### src/rtl/fp_add_sequencer_pkg.sv
// Float encoding, sequencer states and operand classification helpers for fp_add_sequencer.
package fp_add_sequencer_pkg;

  typedef struct packed {
    logic        sign;
    logic [7:0]  exp;
    logic [22:0] frac;
  } float_t;

  typedef enum logic [2:0] {IDLE, ALIGN, ADD, NORM, ROUND, DONE} fp_seq_state_t;

  localparam logic [7:0]  MAXSHIFT = 8'd27;
  localparam logic [31:0] QNAN     = 32'h7FC0_0000;
  localparam int          GRSBITS  = 3;
  localparam int          MANTBITS = 24;

  function automatic logic IsNaN(input float_t f);
    return (f.exp == 8'hFF) && (f.frac != '0);
  endfunction

  function automatic logic IsInf(input float_t f);
    return (f.exp == 8'hFF) && (f.frac == '0);
  endfunction

  function automatic logic IsZero(input float_t f);
    return (f.exp == 8'h00) && (f.frac == '0);
  endfunction

  function automatic logic IsDenorm(input float_t f);
    return (f.exp == 8'h00) && (f.frac != '0);
  endfunction

endpackage

### src/rtl/fp_special_case.sv
// Purpose: resolves NaN/Inf/zero/denorm operand pairs without the arithmetic datapath.
// Latency: combinational.
// Backpressure: none; pure function of a and b.
module fp_special_case
  import fp_add_sequencer_pkg::*;
(
  input  logic [31:0] a,
  input  logic [31:0] b,
  output logic        is_special,
  output logic [31:0] special_sum,
  output logic        special_invalid
);

  float_t fa, fb;
  logic   a_zero, b_zero;

  assign fa = a;
  assign fb = b;
  // Denormals are flushed, so they behave exactly like signed zeros here.
  assign a_zero = IsZero(fa) | IsDenorm(fa);
  assign b_zero = IsZero(fb) | IsDenorm(fb);

  assign is_special = IsNaN(fa) | IsNaN(fb) | IsInf(fa) | IsInf(fb) | a_zero | b_zero;

  always_comb begin
    special_sum     = a;
    special_invalid = 1'b0;
    if (IsNaN(fa) || IsNaN(fb)) begin
      special_sum = QNAN;
    end else if (IsInf(fa) && IsInf(fb)) begin
      if (fa.sign != fb.sign) begin
        special_sum     = QNAN;
        special_invalid = 1'b1;
      end
    end else if (IsInf(fb)) begin
      special_sum = b;
    end else if (IsInf(fa)) begin
      special_sum = a;
    end else if (a_zero && b_zero) begin
      special_sum = {fa.sign & fb.sign, 31'b0};
    end else if (a_zero) begin
      special_sum = b;
    end
  end

endmodule

### src/rtl/fp_add_sequencer.sv
// Purpose: multi-cycle single-precision adder (align/add/normalise/round); FP_RNE_EN selects RNE vs truncate.
// Latency: special operands 1 cycle; otherwise 4 + max(1,k) cycles, k = left-normalisation shifts.
// Backpressure: in_ready only in IDLE; result held in DONE until out_ready.
module fp_add_sequencer
  import fp_add_sequencer_pkg::*;
(
  input  logic        clock,
  input  logic        resetN,
  input  logic        in_valid,
  output logic        in_ready,
  input  logic [31:0] a,
  input  logic [31:0] b,
  output logic        out_valid,
  input  logic        out_ready,
  output logic [31:0] sum,
  output logic [2:0]  flags,
  output logic        busy
);

  localparam int MW = MANTBITS + GRSBITS;

`ifdef FP_RNE_EN
  localparam logic [30:0] OVF_MAG = 31'h7F80_0000;
`else
  localparam logic [30:0] OVF_MAG = 31'h7F7F_FFFF;
`endif

  fp_seq_state_t   state_q, state_d;
  float_t          a_q, a_d, b_q, b_d;
  logic [MW-1:0]   ma_q, ma_d, mb_q, mb_d;
  logic [MW:0]     m_q, m_d;
  logic [8:0]      exp_q, exp_d;
  logic            sign_q, sign_d, sub_q, sub_d;
  logic [31:0]     sum_q, sum_d;
  logic [2:0]      flags_q, flags_d;

  logic            is_special, special_invalid;
  logic [31:0]     special_sum;

  fp_special_case u_special (
    .a               (a),
    .b               (b),
    .is_special      (is_special),
    .special_sum     (special_sum),
    .special_invalid (special_invalid)
  );

  // Alignment: larger magnitude becomes A, B shifted right with sticky collapse.
  logic            swap;
  float_t          big;
  logic [7:0]      small_exp, exp_diff, shamt;
  logic [22:0]     small_frac;
  logic [2*MW-1:0] b_wide;
  logic [MW-1:0]   mb_aligned;

  assign swap       = {b_q.exp, b_q.frac} > {a_q.exp, a_q.frac};
  assign big        = swap ? b_q : a_q;
  assign small_exp  = swap ? a_q.exp : b_q.exp;
  assign small_frac = swap ? a_q.frac : b_q.frac;
  assign exp_diff   = big.exp - small_exp;
  assign shamt      = (exp_diff > MAXSHIFT) ? MAXSHIFT : exp_diff;
  assign b_wide     = {1'b1, small_frac, {GRSBITS{1'b0}}, {MW{1'b0}}} >> shamt;
  assign mb_aligned = b_wide[2*MW-1:MW] | {{(MW-1){1'b0}}, |b_wide[MW-1:0]};

  // Rounding on the normalised mantissa; m_q[2:0] are guard/round/sticky.
  logic              round_up, inexact;
  logic [MANTBITS:0] mant_r;
  logic [8:0]        exp_r;
  logic [22:0]       frac_r;

  assign inexact = |m_q[2:0];
`ifdef FP_RNE_EN
  assign round_up = m_q[2] & (m_q[1] | m_q[0] | m_q[3]);
`else
  assign round_up = 1'b0;
`endif
  assign mant_r = {1'b0, m_q[MW-1:GRSBITS]} + {{MANTBITS{1'b0}}, round_up};
  assign exp_r  = exp_q + {8'b0, mant_r[MANTBITS]};
  assign frac_r = mant_r[MANTBITS] ? mant_r[23:1] : mant_r[22:0];

  always_comb begin
    state_d = state_q;
    a_d     = a_q;
    b_d     = b_q;
    ma_d    = ma_q;
    mb_d    = mb_q;
    m_d     = m_q;
    exp_d   = exp_q;
    sign_d  = sign_q;
    sub_d   = sub_q;
    sum_d   = sum_q;
    flags_d = flags_q;
    case (state_q)
      IDLE: begin
        if (in_valid) begin
          a_d = a;
          b_d = b;
          if (is_special) begin
            sum_d   = special_sum;
            flags_d = {special_invalid, 2'b00};
            state_d = DONE;
          end else begin
            state_d = ALIGN;
          end
        end
      end
      ALIGN: begin
        ma_d    = {1'b1, big.frac, {GRSBITS{1'b0}}};
        mb_d    = mb_aligned;
        exp_d   = {1'b0, big.exp};
        sign_d  = big.sign;
        sub_d   = a_q.sign ^ b_q.sign;
        state_d = ADD;
      end
      ADD: begin
        m_d     = sub_q ? ({1'b0, ma_q} - {1'b0, mb_q}) : ({1'b0, ma_q} + {1'b0, mb_q});
        state_d = NORM;
      end
      NORM: begin
        if (m_q[MW]) begin
          m_d     = {1'b0, m_q[MW:2], m_q[1] | m_q[0]};
          exp_d   = exp_q + 9'd1;
          state_d = ROUND;
        end else if (m_q == '0) begin
          sum_d   = '0;
          flags_d = 3'b000;
          state_d = DONE;
        end else if (m_q[MW-1]) begin
          state_d = ROUND;
        end else if (exp_q == 9'd1) begin
          sum_d   = {sign_q, 31'b0};
          flags_d = 3'b001;
          state_d = DONE;
        end else begin
          // The last shift goes straight to ROUND so k shifts cost k cycles.
          m_d   = {m_q[MW-1:0], 1'b0};
          exp_d = exp_q - 9'd1;
          if (m_q[MW-2]) state_d = ROUND;
        end
      end
      ROUND: begin
        if (exp_r >= 9'd255) begin
          sum_d   = {sign_q, OVF_MAG};
          flags_d = 3'b011;
        end else begin
          sum_d   = {sign_q, exp_r[7:0], frac_r};
          flags_d = {2'b00, inexact};
        end
        state_d = DONE;
      end
      DONE: begin
        if (out_ready) state_d = IDLE;
      end
      default: state_d = IDLE;
    endcase
  end

  always_ff @(posedge clock) begin
    if (!resetN) begin
      state_q <= IDLE;
      a_q     <= '0;
      b_q     <= '0;
      ma_q    <= '0;
      mb_q    <= '0;
      m_q     <= '0;
      exp_q   <= '0;
      sign_q  <= 1'b0;
      sub_q   <= 1'b0;
      sum_q   <= '0;
      flags_q <= '0;
    end else begin
      state_q <= state_d;
      a_q     <= a_d;
      b_q     <= b_d;
      ma_q    <= ma_d;
      mb_q    <= mb_d;
      m_q     <= m_d;
      exp_q   <= exp_d;
      sign_q  <= sign_d;
      sub_q   <= sub_d;
      sum_q   <= sum_d;
      flags_q <= flags_d;
    end
  end

  assign in_ready  = (state_q == IDLE);
  assign busy      = (state_q != IDLE);
  assign out_valid = (state_q == DONE);
  assign sum       = sum_q;
  assign flags     = flags_q;

endmodule
### config.mk
export PLATFORM = sky130hd
export DESIGN_NAME = fp_add_sequencer
export DESIGN_NICKNAME = d
export VERILOG_FILES = /design/src/rtl/fp_add_sequencer_pkg.sv /design/src/rtl/fp_special_case.sv /design/src/rtl/fp_add_sequencer.sv
export SDC_FILE = /design/constraint.sdc
export NUM_CORES = 1
export LEC_CHECK = 0
export BUFFER_PORTS_ARGS = -buffer_cell sky130_fd_sc_hd__buf_2
export CAP_MARGIN = 20
export CORE_ASPECT_RATIO = 2
export CORE_UTILIZATION = 45
export CTS_CLUSTER_DIAMETER = 30
export DETAILED_ROUTE_END_ITERATION = 16
export GPL_TIMING_DRIVEN = 0
export PLACE_DENSITY_LB_ADDON = 0.05
export SETUP_SLACK_MARGIN = 0.02
export SLEW_MARGIN = 10
export SYNTH_ARGS = -nofsm -noshare
export SYNTH_HDL_FRONTEND = slang
export SYNTH_HIERARCHICAL = 1
export SYNTH_SLANG_ARGS = --single-unit
### constraint.sdc
create_clock -name clock -period 8.2 [get_ports clock]
set_clock_uncertainty 0.1 [all_clocks]
set_input_delay 0 -clock clock [delete_from_list [all_inputs] [get_ports clock]]
set_output_delay 0 -clock clock [all_outputs]
set_load 0.005 [all_outputs]
==> summary.txt <==
Clock tree
  • Setup Buffers After CTS: 0
  • CTS tree: yes
  • H-tree depth: 4
  • CTS max path bufs: 2
  • CTS Buf Count: 17
  • Clk Latency, worst-skew pair: 0.47 ns
  • Clock slew at reported path FFs: 0.08 ns
  • Clock sink count: 192
  • Root buf cell: clkbuf_16

Yosys
  • Syn Area/Cell: 7.06 sq um
  • Synthesized net count: 2233
  • Synth Area in XOR/XNOR: 1.61%
  • Dominant cells by area after synthesis: dfxtp_1, nand2_1, a21oi_1, ha_1, nor2_1
  • Synth Area in Adders: 7.47%
  • Post-Synthesis Cells: 2078
  • Synth warnings: 6
  • Post-synthesis compound-gate area fraction: 32.4%
  • Main combinational cell family by area after synthesis: compound AO/OA/AOI/OAI gates
  • Largest area contributor in the netlist: dfxtp_1
  • Dominant synthesized flop cell: dfxtp_1
  • Synth top cells by count: nand2_1, a21oi_1, dfxtp_1
  • Post-synth EDFFs: 0
  • Multiplexer share of the synthesized area: 1.20%
  • Netlist cell types: 98
  • Yosys reg bits: 192
  • Synthesized area: 14700 sq um
  • Seq/Total Area, Yosys: 26.2%
  • Most common cell in the netlist: nand2_1
  • Synth Area in Simple Gates: 24.2%
  • Asr flop ratio synth: 0%
  • Post-synth top area share: 26.2%

Critical path
  • WP data arrival: 8.16 ns
  • CP max FO: 19
  • Critical Path RT: 8.45 ns
  • Critical path type: reg2reg
  • CP Capture Type: register
  • Startpoint types: register
  • Register-to-register setup slack: 0.29 ns

GRT
  • Initial antenna violation count: 0
  • Total track usage: 40.9%
  • GRT met3 Usage: 5.53%
  • Vias in the first global route: 16800
  • Met2 track utilization from global routing: 71.4%
  • First-pass GRT wire length: 100000 microns
  • Most used routing layer in global routing: met2
  • GR Util met1: 41.5%
  • Largest net degree at the start of global routing: 20
  • Grt ovf: 0

Floorplanning
  • Die area: 33400 sq um
  • Core outline area: 32100 sq um
  • Initial Utilization: 45.7%
  • Chip width: 130 microns
  • FP Rows: 93
  • I/O pin cnt: 106
  • Chip height: 257 microns

STA
  • Setup_tns: 0 ns
  • Setup violators final: 0
  • Tmin final: 7.91 ns
  • Unrepaired setup endpoints after global routing: no
  • Final period utilization: 96.4%
  • Final Hold Fails: 0
  • Worst-Margin Slew: 1.11 ns
  • Max Freq: 126 MHz
  • Final Slew Violations: 0
  • Max-slew headroom: 24.7%
  • Fin Hold WS: 0.0618 ns

Place
  • Port Buffer Count: 105
  • DPL Wire Length: 55100 microns
  • Gpl congestion: 1.03

Routing
  • Per-cell routed wire length: 25.1 microns
  • DRC Markers: 0
  • Initial drt markers: 1769
  • Antenna-violating nets left: 0
  • WL final: 67900 microns
  • Drt pass-1 iters: 6
  • Drt via density: 6.35
  • Via count: 17200

Power and ir drop
  • VDD IR-drop max: 0.000353 V
  • Lkg Pwr: 6.40 nW
  • Pwr dens: 334 nW/um^2

Cells and area
  • # diodes: 0
  • Layout cells sized above 1: 9.68%
  • Fillers: 3354
  • Area delta synth->final: 15.8%
  • Final net count: 2424

Outcome
  • Status: completed

Worst hold path
  • Hold Crit Class: in2reg

Run
  • Max cap viols: 0
## where the power goes
part	internal [W]	total, W	switching [W]
registers	0.00106	0.00129	0.000230
logic	0.00116	0.00353	0.00237
clock network	0.000413	0.000841	0.000428
total	0.00263	0.00567	0.00303
## sequential cells by signal (all words and copies together), names as in the netlist, 9 cells and up
signal	flops
ma_q	24
m_q	28
mb_q	27
exp_q	9
b_q	32
sum	32
a_q	32
## layout by cell type, fill, tap and decap left out, types with 14 or more instances in the layout
master           n
a211oi_1        33
o21ai_0        130
a21oi_1        236
dlygate4sd3_1   67
clkbuf_1       112
buf_2          122
o31ai_1         14
a311oi_1        28
a22oi_1         15
and2_1          17
o21ai_1         16
a21o_1          17
a31oi_1         57
inv_1           95
ha_1            86
o21bai_1        16
nor4_1          22
nand4_1         21
nand2_1        354
o211ai_1        26
nand3_1         70
o21a_1          15
nor2_1         177
clkbuf_16       17
xnor2_1         24
dfxtp_1        192
nor3_1          46
## metrics by stage
step	instances	power, W	setup slack [ns]	area, sq um	utilization, %
floorplan	2078	0.00355	2.30	14700	-
global placement	2610	0.00469	-0.374	15700	49.0
detailed placement	2611	0.00470	-0.112	15700	49.0
CTS	2710	0.00556	0.0254	17000	52.9
global route	2709	0.00594	0.155	17000	52.9
finish	2709	0.00567	0.291	17000	52.9
## critical path, cell delays in order, from the launching register on
cell	delay [ns]
dfxtp_1	0.57
inv_1	0.12
ha_1	0.35
a211oi_1	0.31
o21ai_1	0.12
a221o_1	0.40
nand4b_2	0.41
nand2_1	0.40
buf_4	0.24
buf_2	0.39
clkbuf_2	0.36
mux2i_1	0.24
ha_1	0.23
nand2_1	0.09
o211ai_1	0.10
nor3_1	0.10
o32ai_1	0.30
xnor2_1	0.18
o21a_1	0.25
buf_2	0.30
o21ai_0	0.32
clkbuf_1	0.35
nor4_1	0.50
nor2_1	0.12
nor4_1	0.46
a31oi_1	0.19
o31a_1	0.26
## path summary, 6_finish.rpt
kind              startpoint  cells past startpoint  endpoint
hold / removal        resetN                      4   m_q[27]
hold reg to reg      sum[11]                      2   sum[11]
setup / recovery     a_q[24]                     26   mb_q[0]
setup reg to reg     a_q[24]                     26   mb_q[0]
## timing repair
action,in CTS,in global routing
endpoints found under the hold margin,85,0
hold buffers,67,0
gates resized for setup,1,0
pin swaps,0,0
setup endpoints to repair,2,3
## kinds of logic (layout without fill, tap and decap cells)
logic type / Yosys count / in the layout
DFF: 192 / 192
buffers and inverters: 244 / 448
muxes: 17 / 17
AOI/OAI and AO/OA: 726 / 726
adders and majority gates: 87 / 87
and+or+nand+nor: 785 / 785
xor gates and xnor gates: 27 / 27
## area by class of cell
class	instances	area, sq um	share of cell area (%)
buffer	147	643	3.79
clock buffer	18	439	2.59
clock inverter	14	143	0.840
inverter	96	360	2.12
multi-input combinational	1642	9820	57.8
sequential	192	3840	22.6
tap	427	534	3.15
timing repair buffer	173	1200	7.07
## routing by layer
layer | share of wire, % | wire [microns] | vias to the layer above
met2 | 49 | 33500 | 808
met5 | 0 | 0 | -
li1 | - | - | 7924
met3 | 5.3 | 3570 | 297
met4 | 9.8 | 6670 | 0
met1 | 35 | 24100 | 8178
Power figures use the tool's default switching activity.
